## config.mk

```make
export PLATFORM = sky130hd
export DESIGN_NAME = pcpi_fp_sumsq_flat
export DESIGN_NICKNAME = d
export VERILOG_FILES = /design/src/rtl/pcpi_fpsq_pkg.sv /design/src/rtl/pcpi_fp_sumsq_if.sv /design/src/rtl/fp_square.sv /design/src/rtl/pcpi_fp_sumsq.sv /design/src/flat_wrapper.sv
export SDC_FILE = /design/constraint.sdc
export NUM_CORES = 2
export LEC_CHECK = 0
export BUFFER_PORTS_ARGS = -buffer_cell sky130_fd_sc_hd__buf_2
export CAP_MARGIN = 20
export CORE_ASPECT_RATIO = 0.7
export CORE_MARGIN = 5
export CORE_UTILIZATION = 40
export DETAILED_ROUTE_END_ITERATION = 8
export PLACE_DENSITY = 0.52
export SYNTH_ARGS = -nofsm -noshare
export SYNTH_HDL_FRONTEND = slang
export SYNTH_HIERARCHICAL = 1
export SYNTH_SLANG_ARGS = --single-unit
```

## constraint.sdc

```tcl
create_clock -name clk -period 19.1 [get_ports clk]
set_clock_uncertainty 0.05 [all_clocks]
set_input_delay 3.82 -clock clk [delete_from_list [all_inputs] [get_ports clk]]
set_output_delay 3.82 -clock clk [all_outputs]
set_load 0.01 [all_outputs]
```

## src/rtl/pcpi_fpsq_pkg.sv

```systemverilog
// rtl/pcpi_fpsq_pkg.sv - shared types, widths and constants for the PCPI FP sum/difference-of-squares unit
// Purpose: FSM state encoding, IEEE-754 single field widths, special result
//          encodings, the R-type opcode and a 48-bit leading-zero counter.
// Ports:   none (package).
package pcpi_fpsq_pkg;

    localparam int EXP_W  = 8;
    localparam int MAN_W  = 23;
    localparam int SIG_W  = MAN_W + 1;
    localparam int PROD_W = 2 * SIG_W;
    // Wide enough for 2e-127+1 (max 382), the NORM increment and the
    // difference-path leading-zero decrement (min about -172).
    localparam int EXPX_W = 11;

    localparam logic [31:0] FP_QNAN = 32'h7FC0_0000;
    localparam logic [31:0] FP_PINF = 32'h7F80_0000;
    localparam logic [31:0] FP_ZERO = 32'h0000_0000;

    localparam logic [6:0] OPCODE_OP = 7'b0110011;

    typedef enum logic [2:0] {
        S_IDLE,
        S_SQ_A,
        S_SQ_B,
        S_ALIGN,
        S_ADD,
        S_NORM,
        S_RESP,
        S_COOL
    } state_t;

    // Leading-zero count of a 48-bit vector; ascending scan lets the
    // highest set bit win. An all-zero input returns 0.
    function automatic logic [5:0] lzc48(input logic [PROD_W-1:0] v);
        logic [5:0] n;
        n = 6'd0;
        for (int i = 0; i < PROD_W; i++) begin
            if (v[i]) n = 6'(47 - i);
        end
        return n;
    endfunction

endpackage

```

## src/rtl/pcpi_fp_sumsq_if.sv

```systemverilog
// rtl/pcpi_fp_sumsq_if.sv - PCPI co-processor bus bundle
// Purpose: groups the PCPI request/response signals.
// Modports: master = core side (drives valid/insn/rs1/rs2),
//           slave  = co-processor side (drives wr/rd/wait/ready).
interface pcpi_fp_sumsq_if;
    logic        pcpi_valid;
    logic [31:0] pcpi_insn;
    logic [31:0] pcpi_rs1;
    logic [31:0] pcpi_rs2;
    logic        pcpi_wr;
    logic [31:0] pcpi_rd;
    logic        pcpi_wait;
    logic        pcpi_ready;

    modport master (
        output pcpi_valid, pcpi_insn, pcpi_rs1, pcpi_rs2,
        input  pcpi_wr, pcpi_rd, pcpi_wait, pcpi_ready
    );

    modport slave (
        input  pcpi_valid, pcpi_insn, pcpi_rs1, pcpi_rs2,
        output pcpi_wr, pcpi_rd, pcpi_wait, pcpi_ready
    );
endinterface

```

## src/rtl/fp_square.sv

```systemverilog
// rtl/fp_square.sv - combinational IEEE-754 single significand squarer
// Purpose: squares the 24-bit significand (hidden 1) into a 48-bit product
//          normalised so bit 47 is the leading one, with biased exponent.
// Ports:   i_exp  - biased exponent of the operand
//          i_man  - stored mantissa of the operand
//          o_sig  - normalised 48-bit squared significand (0 when o_zero)
//          o_exp  - signed biased exponent of the square
//          o_zero - operand is zero or denormal (flushed)
module fp_square
    import pcpi_fpsq_pkg::*;
(
    input  logic        [EXP_W-1:0]  i_exp,
    input  logic        [MAN_W-1:0]  i_man,
    output logic        [PROD_W-1:0] o_sig,
    output logic signed [EXPX_W-1:0] o_exp,
    output logic                     o_zero
);

    logic [PROD_W-1:0] w_sig_in;
    logic [PROD_W-1:0] w_prod;

    assign o_zero   = (i_exp == '0);
    assign w_sig_in = {24'd0, 1'b1, i_man};
    assign w_prod   = w_sig_in * w_sig_in;

    // Product of two [1,2) values lies in [1,4): either bit 47 or bit 46 leads.
    assign o_sig = o_zero ? '0 : (w_prod[47] ? w_prod : {w_prod[46:0], 1'b0});
    assign o_exp = $signed({2'b00, i_exp, 1'b0}) - 11'sd127
                 + $signed({10'd0, w_prod[47]});

endmodule

```

## src/rtl/pcpi_fp_sumsq.sv

```systemverilog
// rtl/pcpi_fp_sumsq.sv - PCPI co-processor computing rd = rs1^2 + rs2^2 in IEEE-754 single
// Purpose: decodes the SUMSQ R-type instruction, runs a fixed 8-state
//          sequence (square a, square b, align, add, normalise, respond,
//          cool-down) and returns a truncated single-precision result.
// Ports:   clk   - rising-edge clock
//          reset - synchronous active-high reset
//          bus   - pcpi_fp_sumsq_if.slave (valid/insn/rs1/rs2 in,
//                  wr/rd/wait/ready out)
// Macro:   PCPI_FPSQ_DIFF_EN - adds DIFFSQ (funct3=001, rd = rs1^2 - rs2^2).
module pcpi_fp_sumsq
    import pcpi_fpsq_pkg::*;
#(
    parameter logic [6:0] FUNCT7 = 7'b0000001
)(
    input  logic                  clk,
    input  logic                  reset,
    pcpi_fp_sumsq_if.slave        bus
);

    state_t r_state, w_next_state;

    logic [31:0]              r_rs1, r_rs2;
    logic [PROD_W-1:0]        r_sig_a, r_sig_b;
    logic signed [EXPX_W-1:0] r_exp_a, r_exp_b;
    logic                     r_zero_a, r_zero_b;
    logic [PROD_W-1:0]        r_sig_big, r_sig_small;
    logic signed [EXPX_W-1:0] r_exp_big;
    logic                     r_b_bigger;
    logic [PROD_W:0]          r_sum;
    logic signed [EXPX_W-1:0] r_exp_sum;
    logic [31:0]              r_result;

    // ---------------- decode ----------------
    logic w_match_sum, w_match, w_accept;
    assign w_match_sum = (bus.pcpi_insn[6:0] == OPCODE_OP) &&
                         (bus.pcpi_insn[31:25] == FUNCT7) &&
                         (bus.pcpi_insn[14:12] == 3'b000);
`ifdef PCPI_FPSQ_DIFF_EN
    logic w_match_diff;
    logic r_op_diff;
    assign w_match_diff = (bus.pcpi_insn[6:0] == OPCODE_OP) &&
                          (bus.pcpi_insn[31:25] == FUNCT7) &&
                          (bus.pcpi_insn[14:12] == 3'b001);
    assign w_match = w_match_sum | w_match_diff;
`else
    assign w_match = w_match_sum;
`endif
    assign w_accept = bus.pcpi_valid & w_match;

    // ---------------- shared squarer ----------------
    logic [PROD_W-1:0]        w_sq_sig;
    logic signed [EXPX_W-1:0] w_sq_exp;
    logic                     w_sq_zero;
    logic [31:0]              w_sq_in;

    // SQ_B reuses the same squarer on rs2; every other state feeds rs1.
    assign w_sq_in = (r_state == S_SQ_B) ? r_rs2 : r_rs1;

    fp_square u_square (
        .i_exp  (w_sq_in[30:23]),
        .i_man  (w_sq_in[22:0]),
        .o_sig  (w_sq_sig),
        .o_exp  (w_sq_exp),
        .o_zero (w_sq_zero)
    );

    // ---------------- align ----------------
    // Zero squares always rank as the smaller operand; ties go to a.
    logic                     w_a_ge_b;
    logic signed [EXPX_W-1:0] w_diff;
    logic [PROD_W-1:0]        w_small_sh;

    assign w_a_ge_b = r_zero_b | (~r_zero_a & ((r_exp_a > r_exp_b) ||
                      ((r_exp_a == r_exp_b) && (r_sig_a >= r_sig_b))));
    assign w_diff   = w_a_ge_b ? (r_exp_a - r_exp_b) : (r_exp_b - r_exp_a);
    assign w_small_sh = (w_diff >= 11'sd48) ? '0 :
                        ((w_a_ge_b ? r_sig_b : r_sig_a) >> w_diff[5:0]);

    // ---------------- normalise / pack ----------------
    logic [PROD_W-1:0]        w_norm_sig;
    logic signed [EXPX_W-1:0] w_norm_exp;
    logic                     w_nan, w_inf, w_sign;
    logic [31:0]              w_result;
`ifdef PCPI_FPSQ_DIFF_EN
    logic [5:0]               w_lz;
    assign w_lz   = lzc48(r_sum[PROD_W-1:0]);
    assign w_sign = r_op_diff & r_b_bigger;
`else
    assign w_sign = 1'b0;
`endif

    always_comb begin
        w_norm_sig = r_sum[PROD_W-1:0];
        w_norm_exp = r_exp_sum;
        if (r_sum[PROD_W]) begin
            // Carry out of the add: drop the lowest bit (truncation).
            w_norm_sig = r_sum[PROD_W:1];
            w_norm_exp = r_exp_sum + 11'sd1;
        end
`ifdef PCPI_FPSQ_DIFF_EN
        else begin
            w_norm_sig = r_sum[PROD_W-1:0] << w_lz;
            w_norm_exp = r_exp_sum - $signed({5'd0, w_lz});
        end
`endif
    end

    assign w_nan = ((r_rs1[30:23] == 8'hFF) && (r_rs1[22:0] != '0)) ||
                   ((r_rs2[30:23] == 8'hFF) && (r_rs2[22:0] != '0));
    assign w_inf = (r_rs1[30:23] == 8'hFF) || (r_rs2[30:23] == 8'hFF);

    always_comb begin
        w_result = FP_ZERO;
        if (w_nan)                        w_result = FP_QNAN;
        else if (w_inf)                   w_result = FP_PINF;
        else if (r_sum == '0)             w_result = FP_ZERO;
        else if (w_norm_exp <= 11'sd0)    w_result = FP_ZERO;
        else if (w_norm_exp >= 11'sd255)  w_result = FP_PINF;
        else w_result = {w_sign, w_norm_exp[7:0], w_norm_sig[46:24]};
    end

    // ---------------- datapath registers ----------------
    always_ff @(posedge clk) begin
        case (r_state)
            S_IDLE: if (w_accept) begin
                r_rs1 <= bus.pcpi_rs1;
                r_rs2 <= bus.pcpi_rs2;
`ifdef PCPI_FPSQ_DIFF_EN
                r_op_diff <= w_match_diff;
`endif
            end
            S_SQ_A: begin
                r_sig_a  <= w_sq_sig;
                r_exp_a  <= w_sq_exp;
                r_zero_a <= w_sq_zero;
            end
            S_SQ_B: begin
                r_sig_b  <= w_sq_sig;
                r_exp_b  <= w_sq_exp;
                r_zero_b <= w_sq_zero;
            end
            S_ALIGN: begin
                r_sig_big   <= w_a_ge_b ? r_sig_a : r_sig_b;
                r_exp_big   <= w_a_ge_b ? r_exp_a : r_exp_b;
                r_sig_small <= w_small_sh;
                r_b_bigger  <= ~w_a_ge_b;
            end
            S_ADD: begin
                r_exp_sum <= r_exp_big;
`ifdef PCPI_FPSQ_DIFF_EN
                if (r_op_diff) r_sum <= {1'b0, r_sig_big} - {1'b0, r_sig_small};
                else           r_sum <= {1'b0, r_sig_big} + {1'b0, r_sig_small};
`else
                r_sum <= {1'b0, r_sig_big} + {1'b0, r_sig_small};
`endif
            end
            S_NORM: r_result <= w_result;
            default: ;
        endcase
    end

    // ---------------- FSM ----------------
    always_ff @(posedge clk) begin
        if (reset) r_state <= S_IDLE;
        else       r_state <= w_next_state;
    end

    always_comb begin
        w_next_state = r_state;
        case (r_state)
            S_IDLE:  if (w_accept) w_next_state = S_SQ_A;
            S_SQ_A:  w_next_state = bus.pcpi_valid ? S_SQ_B  : S_IDLE;
            S_SQ_B:  w_next_state = bus.pcpi_valid ? S_ALIGN : S_IDLE;
            S_ALIGN: w_next_state = bus.pcpi_valid ? S_ADD   : S_IDLE;
            S_ADD:   w_next_state = bus.pcpi_valid ? S_NORM  : S_IDLE;
            S_NORM:  w_next_state = bus.pcpi_valid ? S_RESP  : S_IDLE;
            S_RESP:  w_next_state = S_COOL;
            // One dead cycle so a valid still held after ready is not re-decoded.
            S_COOL:  w_next_state = S_IDLE;
            default: w_next_state = S_IDLE;
        endcase
    end

    always_comb begin
        bus.pcpi_wait  = 1'b0;
        bus.pcpi_ready = 1'b0;
        bus.pcpi_wr    = 1'b0;
        bus.pcpi_rd    = '0;
        case (r_state)
            S_SQ_A, S_SQ_B, S_ALIGN, S_ADD, S_NORM: bus.pcpi_wait = 1'b1;
            S_RESP: begin
                bus.pcpi_ready = 1'b1;
                bus.pcpi_wr    = 1'b1;
                bus.pcpi_rd    = r_result;
            end
            default: ;
        endcase
    end

    logic w_unused;
    assign w_unused = ^{bus.pcpi_insn[24:15], bus.pcpi_insn[11:7],
                        r_rs1[31], r_rs2[31], w_norm_sig[47], w_norm_sig[23:0]};

endmodule

```

## src/flat_wrapper.sv

```systemverilog
// flat-port wrapper written by rule: the top's interface ports become plain ports
module pcpi_fp_sumsq_flat import pcpi_fpsq_pkg::*;
#(
    parameter logic [6:0] FUNCT7 = 7'b0000001
)
  (clk, reset, bus_pcpi_valid, bus_pcpi_insn, bus_pcpi_rs1, bus_pcpi_rs2, bus_pcpi_wr, bus_pcpi_rd, bus_pcpi_wait, bus_pcpi_ready);
  pcpi_fp_sumsq_if bus_i ();
  input  logic clk;
  input  logic reset;
  input wire logic [$bits(bus_i.pcpi_valid)-1:0] bus_pcpi_valid;
  input wire logic [$bits(bus_i.pcpi_insn)-1:0] bus_pcpi_insn;
  input wire logic [$bits(bus_i.pcpi_rs1)-1:0] bus_pcpi_rs1;
  input wire logic [$bits(bus_i.pcpi_rs2)-1:0] bus_pcpi_rs2;
  output wire logic [$bits(bus_i.pcpi_wr)-1:0] bus_pcpi_wr;
  output wire logic [$bits(bus_i.pcpi_rd)-1:0] bus_pcpi_rd;
  output wire logic [$bits(bus_i.pcpi_wait)-1:0] bus_pcpi_wait;
  output wire logic [$bits(bus_i.pcpi_ready)-1:0] bus_pcpi_ready;
  assign bus_i.pcpi_valid = bus_pcpi_valid;
  assign bus_i.pcpi_insn = bus_pcpi_insn;
  assign bus_i.pcpi_rs1 = bus_pcpi_rs1;
  assign bus_i.pcpi_rs2 = bus_pcpi_rs2;
  assign bus_pcpi_wr = bus_i.pcpi_wr;
  assign bus_pcpi_rd = bus_i.pcpi_rd;
  assign bus_pcpi_wait = bus_i.pcpi_wait;
  assign bus_pcpi_ready = bus_i.pcpi_ready;
  pcpi_fp_sumsq #(.FUNCT7(FUNCT7)) u_core (.clk(clk), .reset(reset), .bus(bus_i));
endmodule
```

==> flow_summary.toml <==
[power]
cellPowerDensity_nw_per_um2 = 39.9
leakagePower_nw = 19.6
peakVddDrop_uv = 66.0
total_power_mw = 1.74

[sta]
fmax_mhz = 82.4
finalCritPeriodShare_pct = 63.6
slew_viol_final = 0
worst_slew_pin_slew_ns = 1.09
fin_ws_ns = 6.96
tns_ns = 0
period_minus_slack_ns = 12.14
slew_headroom_pct = 26.8
finalHoldViolCount = 0
rsz0062_at_grt = "false"
setup-violations-final = 0

[logic_synthesis]
yosys.area_share.simple_pct = 12.9
seq_area_frac_synth_pct = 28.4
synthFlopType = "edfxtp_1"
synth.area.mux_share_pct = 5.49
ys_async_sr_fraction_pct = 0
synth_top_family_by_area = "adder cells"
yosys_warnings = 6
synth_edf_count = 380
synthAdderAreaFrac_pct = 30.9
synth_xor_area_share_pct = 2.63
ys_ff_latch = 383
syn_area_per_cell_um2 = 9.83
synth_nets = 4946
syn_area_um2 = 40400
syn_inst = 4111
ys_types = 99
synth-compound-area-share_pct = 11.2

[setup_path]
path_buf_inv = 6
ff2ff_path_depth = 29
path_delay_family = "adder cells"
end_kind = "flop"
crit_top_cell = "fa_1"
arrival_ns = 12.45
critPathMaxStageDelay_ns = 0.90
critical_path_class = "reg2reg"
cpMaxStageDelayCell = "nor2b_2"
cp_num_cells = 29
path_max_fanout = 42
critPathLaunchType = "flop"
critPathRequiredTime_ns = 19.41

[floorplanning]
dieArea_um2 = 108000
die_w_um = 390
die_h_um = 276
rows = 97
start_util_pct = 40.4
ios = 134
core_area_um2 = 100000

[cells_and_area]
drive_above_1_share_pct = 8.58
syn_to_final_growth_pct = 8.00
final_core_util_pct = 43.6
design_area_um2 = 43600
fin_nets = 4962

[clock_tree]
clkSlewWorstSetupHoldPaths_ns = 0.05
cts_setup_buffers = 0
htreeDepth = 2
clock_sinks = 383
clk_latency_ns = 0.61
cts_tree = "built"
hold_buffers = 0
root_buffer = "clkbuf_16"
clockBufferDepth = 3
cts.repair.resized = 0
cts_buffers = 44

[drt]
ant_nets = 0
routed_wl_um = 116000
wl_per_cell_um = 21.2
first_pass_iters = 7
drt-initial-drc-count = 2793
routed_via_density = 5.42
vias = 29800
drc = 0

[placed_design]
place.gp.congestion = 0.935
pre_cts_slack_ns = 7.06
dpl.hpwl_um = 92100
dpl_cell_area_um2 = 42200
io_buffer_count = 115

[grt]
grt_pass1_wl_um = 182000
antenna_found_initial = 1
grt_overflow_total = 0
grt_start_max_net_pins = 77
grt.total_usage_pct = 21.9
grt_pass1_vias = 29900

[job]
drv_cap = 0

[status]
status = "finished clean"

[min_path]
min_path_type = "reg2reg"
hold_path_depth = 0
layout by cell type, fill, tap and decap left out, types with 14 or more instances in the layout:
cell,n
o211ai_1,19
xnor2_1,70
a21o_1,73
o32ai_1,17
o21a_1,15
fa_1,435
or3_1,26
a211oi_1,41
mux2i_1,132
ha_1,300
clkbuf_1,14
nand2b_1,25
a31oi_1,26
nand2_1,330
nor2_1,265
o21bai_1,15
nor3_1,106
o22ai_1,14
inv_1,691
mux2_2,73
a22oi_1,14
o21ai_0,163
nor4_1,33
nand3_1,44
a21oi_1,174
buf_2,115
nor2b_1,25
nand4_1,38
and3_1,49
and2_1,81
edfxtp_1,380
buf_4,43
clkbuf_16,45
xor2_1,47
layer usage:
layer | part of all wire (%) | global-route usage, % | wire length [um]
met5 | 0 | 0 | 0
met4 | 1.8 | 4.19 | 2090
met3 | 8.9 | 5.14 | 10400
met2 | 39 | 30.3 | 45300
met1 | 50 | 34.6 | 58700
cell type report:
| type | instances | area, um^2 |
|---|---|---|
| diodes | 3 | 7.51 |
| clock buffers | 59 | 1180 |
| clock inverters | 22 | 211 |
| fillers | 9787 | 56500 |
| inverters | 696 | 2610 |
| multi-input cells | 2842 | 25600 |
| flip-flops and latches | 383 | 11500 |
| well taps | 1336 | 1670 |
| repair buffers | 160 | 933 |
report_power, final:
group	total [mW]	internal, mW	leakage, nW	switching (mW)
registers	0.912	0.912	3.44	0.00000106
clock network	0.819	0.466	0.662	0.354
logic	0.0109	0.00656	15.5	0.00436
total	1.74	1.38	19.6	0.358
state kept, by name, indices dropped and copies added, names as in the netlist:
register and cells:
u_core/r_exp_big 11, u_core/r_exp_b 11, u_core/r_zero_a 1, u_core/r_sig_big 48
u_core/r_sig_small 48, u_core/r_sig_a 48, u_core/r_exp_a 11, u_core/r_sum 49
u_core/r_rs1 31, u_core/r_sig_b 48, u_core/r_state 3, u_core/r_result 31
u_core/r_exp_sum 11, u_core/r_zero_b 1, u_core/r_rs2 31
through the flow:
stage,hold WS (ns),instances
floorplan,0.350,4111
global placement,0.354,5415
detailed placement,0.356,5415
CTS,0.369,5496
global route,0.376,5498
finish,0.368,5501
synth_stat cells (all sizes together) (47+ instances only):
library cell / instances / area share [%]
mux2: 75 / 2.1
ha: 301 / 9.3
nor3: 107 / 1.3
mux2i: 133 / 3.3
inv: 692 / 6.4
buf: 58 / 0.87
xor2: 47 / 1.0
xnor2: 72 / 1.6
a21o: 73 / 1.4
o21ai: 172 / 2.2
nor2: 269 / 2.5
a21oi: 175 / 2.2
edfxtp: 380 / 28
and2: 84 / 1.3
fa: 435 / 22
and3: 50 / 0.77
nand2: 332 / 3.1
clkbuf: 132 / 1.2
cells by family (layout without fill, tap and decap cells):
family / count (synthesis) / count (layout)
XOR/XNOR: 119 / 119
adder cells (fa/ha/maj): 736 / 736
other: 1 / 4
buffers and inverters: 886 / 937
AND/OR/NAND/NOR: 1084 / 1084
flip-flops: 383 / 383
multiplexers: 209 / 209
AO/OA/AOI/OAI: 693 / 693
path summary, 6_finish.rpt:
path / from / slack, ns / end
max: u_core/r_state[1]$_SDFFE_PP0P_ / 6.96 / u_core/r_exp_a[4]$_DFFE_PP_
min: u_core/r_exp_big[10]$_DFFE_PP_ / 0.37 / u_core/r_exp_sum[10]$_DFFE_PP_
max reg2reg: u_core/r_state[1]$_SDFFE_PP0P_ / 6.96 / u_core/r_exp_a[4]$_DFFE_PP_
min reg2reg: u_core/r_exp_big[10]$_DFFE_PP_ / 0.37 / u_core/r_exp_sum[10]$_DFFE_PP_
worst reg2reg max path: cells and delay by family (launching register included):
kind	cells	cell delay (ns)
adders and majority gates	9	4.31
and+or+nand+nor	6	2.44
buffers and inverters	6	1.63
AOI/OAI and AO/OA	5	1.10
xor gates and xnor gates	2	1.06
muxes	1	0.86
DFF	1	0.47
Power figures use the tool's default switching activity.
